[config.mk]
export PLATFORM = sky130hd
export DESIGN_NAME = irq_sequencer
export DESIGN_NICKNAME = d
export VERILOG_FILES = /design/src/rtl/mips_irq_pkg.sv /design/src/rtl/irq_prio_enc.sv /design/src/rtl/irq_sequencer.sv
export SDC_FILE = /design/constraint.sdc
export NUM_CORES = 1
export LEC_CHECK = 0
export ABC_AREA = 1
export CAP_MARGIN = 20
export CORE_MARGIN = 4
export CORE_UTILIZATION = 44
export CTS_BUF_LIST = sky130_fd_sc_hd__clkbuf_8
export DETAILED_ROUTE_END_ITERATION = 12
export GPL_TIMING_DRIVEN = 0
export PLACE_DENSITY = 0.95
export SLEW_MARGIN = 20
export SYNTH_ARGS = -nofsm -noshare
export SYNTH_HDL_FRONTEND = slang
export SYNTH_SLANG_ARGS = --single-unit
[constraint.sdc]
create_clock -name clk -period 2.62 [get_ports clk]
set_input_delay 0.262 -clock clk [delete_from_list [all_inputs] [get_ports clk]]
set_output_delay 0.262 -clock clk [all_outputs]
set_load 0.05 [all_outputs]
[src/rtl/mips_irq_pkg.sv]
// Shared encodings and defaults for the MIPS single-level interrupt sequencer.
package mips_irq_pkg;

    typedef enum logic {
        IRQ_IDLE = 1'b0,
        IRQ_ISR  = 1'b1
    } irq_state_e;

    localparam logic [5:0]  OP_RES                = 6'b11_1111;
    localparam logic [31:0] DEFAULT_VECTOR_BASE   = 32'h0000_0100;
    localparam logic [31:0] DEFAULT_VECTOR_STRIDE = 32'h0000_0010;

    // Index width for a line count; a single line still needs one bit.
    function automatic int irq_id_w(input int n);
        return (n > 1) ? $clog2(n) : 1;
    endfunction

    // Vector address wraps modulo 2^32 by construction of the 32-bit result.
    function automatic logic [31:0] vec_addr(input logic [31:0] base,
                                             input logic [31:0] stride,
                                             input logic [31:0] idx);
        logic [31:0] off;
        off = stride * idx;
        return base + off;
    endfunction

endpackage

[src/rtl/irq_prio_enc.sv]
// Lowest-index-wins priority encoder: index, valid flag and one-hot grant.
module irq_prio_enc #(
    parameter int N    = 4,
    parameter int ID_W = 2
) (
    input  logic [N-1:0]    req,
    output logic [ID_W-1:0] sel,
    output logic            valid,
    output logic [N-1:0]    onehot
);

    // Scan from the top down so the lowest set index is the last to assign.
    always_comb begin
        sel    = '0;
        valid  = 1'b0;
        onehot = '0;
        for (int i = N - 1; i >= 0; i--) begin
            if (req[i]) begin
                sel       = ID_W'(i);
                valid     = 1'b1;
                onehot    = '0;
                onehot[i] = 1'b1;
            end
        end
    end

endmodule

[src/rtl/irq_sequencer.sv]
// Single-level interrupt sequencer: edge capture, priority take, PC redirect and EPC restore.
module irq_sequencer
    import mips_irq_pkg::*;
#(
    parameter int          NUM_IRQ       = 4,
    parameter logic [31:0] VECTOR_BASE   = DEFAULT_VECTOR_BASE,
    parameter logic [31:0] VECTOR_STRIDE = DEFAULT_VECTOR_STRIDE
) (
    input  logic                          clk,
    input  logic                          rst,
    input  logic [NUM_IRQ-1:0]            irq_in,
    input  logic [NUM_IRQ-1:0]            irq_mask,
    input  logic                          cpu_en,
    input  logic [31:0]                   pc_next_in,
    input  logic                          irq_resume,
    output logic                          pc_override,
    output logic [31:0]                   pc_override_addr,
    output logic                          in_isr,
    output logic [NUM_IRQ-1:0]            irq_ack,
    output logic [irq_id_w(NUM_IRQ)-1:0]  irq_id,
    output logic [NUM_IRQ-1:0]            pending,
    output logic                          err_spurious
);

    localparam int ID_W = irq_id_w(NUM_IRQ);

    irq_state_e         state_q, state_d;
    logic [NUM_IRQ-1:0] irq_prev_q, pending_q;
    logic [NUM_IRQ-1:0] edges, req, sel_onehot;
    logic [ID_W-1:0]    sel, irq_id_q;
    logic               sel_vld;
    logic [31:0]        epc_q;
    logic               take, resume, spurious;

    assign edges = irq_in & ~irq_prev_q;
    assign req   = pending_q & irq_mask;

    irq_prio_enc #(
        .N    (NUM_IRQ),
        .ID_W (ID_W)
    ) u_prio (
        .req    (req),
        .sel    (sel),
        .valid  (sel_vld),
        .onehot (sel_onehot)
    );

    always_comb begin
        state_d  = state_q;
        take     = 1'b0;
        resume   = 1'b0;
        spurious = 1'b0;
        if (!rst && cpu_en) begin
            case (state_q)
                IRQ_IDLE: begin
                    spurious = irq_resume;
                    if (sel_vld) begin
                        take    = 1'b1;
                        state_d = IRQ_ISR;
                    end
                end
                IRQ_ISR: begin
                    if (irq_resume) begin
                        resume  = 1'b1;
                        state_d = IRQ_IDLE;
                    end
                end
                default: state_d = IRQ_IDLE;
            endcase
        end
    end

    always_ff @(posedge clk) begin
        if (rst) begin
            state_q    <= IRQ_IDLE;
            irq_prev_q <= '0;
            pending_q  <= '0;
            epc_q      <= '0;
            irq_id_q   <= '0;
        end else begin
            state_q    <= state_d;
            irq_prev_q <= irq_in;
            // A fresh edge on the line being taken re-arms it.
            pending_q  <= (pending_q & ~(take ? sel_onehot : '0)) | edges;
            if (take) begin
                epc_q    <= pc_next_in;
                irq_id_q <= sel;
            end
        end
    end

    // Registered views are masked during reset so every output reads 0 immediately.
    always_comb begin
        pc_override      = take | resume;
        pc_override_addr = '0;
        if (take)
            pc_override_addr = vec_addr(VECTOR_BASE, VECTOR_STRIDE, 32'(sel));
        else if (resume)
            pc_override_addr = epc_q;
        irq_ack      = take ? sel_onehot : '0;
        err_spurious = spurious;
        in_isr       = !rst && (state_q == IRQ_ISR);
        irq_id       = rst ? '0 : irq_id_q;
        pending      = rst ? '0 : pending_q;
    end

endmodule

==> reports/results.ini <==
[die]
dieArea_sq_um=5218
die_h_um=72.24
pin_count=89
rows=23
initial_core_util=0.4539
die_w_um=72.24
fp.coreArea_sq_um=4000

[detailed_routing]
drc_errors=0
ant_nets=0
vias=1948
first_pass_iters=5
post_drt_wl_per_cell_um=12.70
drtIter0Drc=85
drt_wl_total_mm=5.157
vias_per_cell=4.798

[cells_and_area]
final_nets=399
final_cell_mix=nand2_1 (82), clkdlybuf4s50_1 (53), nor2_1 (46), dfxtp_1 (43), dlygate4sd2_1 (23)
drive_above_1_share=0.05899
layout.cells.non_filler=406
synthToLayoutAreaGrowth_pct=56.03
fillers=362
mostFrequentLayoutCell=nand2_1
utilization=0.7082
antenna_cells=0

[sta]
fin_crit_sh=0.9305
tightest_slew_ns=0.5334
setup_viol=0
relSlewSlack=0.6458
maxSlewViolCount=0
grt_setup_unrepaired=false
max_freq_mhz=410.2
period_needed_ns=2.438
tns_ns=0
setup_ws_ns=0.1820
fin_skew_ns=0.01070
hold_viol_final=0

[cts]
cts_setup_buffers=0
clk_latency_ns=0.30
clockBufferDepth=2
cts_hold_buf=0
cts_buffers=5
cts_max_level=2
cts_sinks=43
cts.clk_slew.worst_paths_ns=0.08
cts_tree=built
root_buffer=clkbuf_8

[logic_synthesis]
synth_fp_nets=305
yosysWarningCount=0
synth_cell_type_count=18
syn_area_sq_um=1815
synth_top_area_cell=dfxtp_1
synthTopCellsByArea=dfxtp_1 (47%), nand2_1 (17%), nor2_1 (9.5%)
synth.avg_cell_area_sq_um=6.956
synth.ff_latch_count=43
yosysTopAreaCellShare=0.4742
synthesis.instances=261
yosysSeqAreaShare=0.4742

[hold_path]
min_path_type=input pin to flip-flop

[place]
dpl_worst_slack_ns=-0.09303
place_congestion=0.8411
dp.cells=398
hpwl_mm=3.982
io_buffers=87

[setup_path]
critPathMaxFanout=10
crit_required_ns=2.36
cp-end-kind=primary output
worst_setup_path_start_kind=input pin
worstPathArrival_ns=2.18
crit_type=input pin to primary output

[power_and_ir_drop]
power_mw=1.412
power.density_nw_per_um2=498.5
peakVddDrop_v=0.0003046
p_leak_nw=1.436

[global_route]
antenna_found_initial=0
grtUsageTotal=0.2092
grt_first_pass_wirelength_mm=8.493
grt_pass1_vias=1993
grt_max_degree=14
grt.overflow.total=0

[job]
drv_cap=0

[run_status]
status=finished, final reports clean

## critical path, stage by stage
cell	delay (ns)
clkdlybuf4s50_1	0.43
nand2_1	0.09
nand2_1	0.11
o21ai_2	0.20
buf_6	0.17
buf_6	0.14
nand2_1	0.07
o21ai_1	0.15
dlygate4sd2_1	0.55
## final cells by class
| type | count | area, sq um | share of cell area |
|---|---|---|---|
| plain buffers | 14 | 88.84 | 0.03136 |
| inverters | 23 | 91.34 | 0.03224 |
| repair buffers | 87 | 869.6 | 0.3070 |
| flip-flops and latches | 43 | 860.8 | 0.3039 |
| clock inverters | 3 | 16.27 | 0.005742 |
| well taps | 50 | 62.56 | 0.02208 |
| multi-input cells | 181 | 774.5 | 0.2734 |
| clock buffers | 5 | 68.82 | 0.02429 |
## routing by layer
layer,GRT usage,vias to the layer above,share of wire
met4,0.1106,0,0.032
li1,-,1003,-
met1,0.2316,878,0.42
met5,0,-,0
met2,0.3650,55,0.49
met3,0.05402,12,0.054
## Yosys cell counts, drive strengths merged
master and number:
nand4 1, nand2 82, buf 9, dfxtp 43, a21oi 7, o31ai 2, o21ai 31, inv 23
nand3 10, nor3 1, clkbuf 5, nor2 47
## through the flow
stage,instance area (sq um),hold WS [ns]
6_report,2833,0.2823
5_1_grt,2833,0.3119
4_1_cts,2805,0.2846
3_5_place_dp,2749,0.4019
3_3_place_gp,2749,0.3904
2_1_floorplan,1815,0.3730
## state kept, by name, summed over array words and instances (netlist names)
register,cells
irq_id_q,2
epc_q,32
state_q,1
irq_prev_q,4
pending_q,4
## final timing paths
path                                                from                      end  slack (ns)  cells past startpoint
worst max register to register   pending_q[0]$_SDFF_PP0_   epc_q[21]$_SDFFE_PP0P_        1.25                      7
worst min register to register  irq_prev_q[1]$_SDFF_PP0_  pending_q[1]$_SDFF_PP0_        0.41                      1
worst max-delay path                         irq_mask[2]      pc_override_addr[4]        0.18                      9
worst min-delay path                                 rst    epc_q[8]$_SDFFE_PP0P_        0.28                      4
## cell families after synthesis
| group | Yosys count | synth area share |
|---|---|---|
| simple gates | 141 | 0.3115 |
| buf+inv | 37 | 0.09924 |
| compound gates | 40 | 0.1151 |
| flops | 43 | 0.4742 |
## what timing repair did
item / CTS / global route
cloned: 0 / 0
gates resized for setup: 23 / 11
endpoints found under the setup margin: 23 / 11
## report_power, final
| part | switching (mW) | internal (mW) |
|---|---|---|
| logic | 0.166 | 0.122 |
| clock network | 0.224 | 0.182 |
| registers | 0.0153 | 0.702 |
| total | 0.406 | 1.01 |
(Power assumes the default switching activity.)
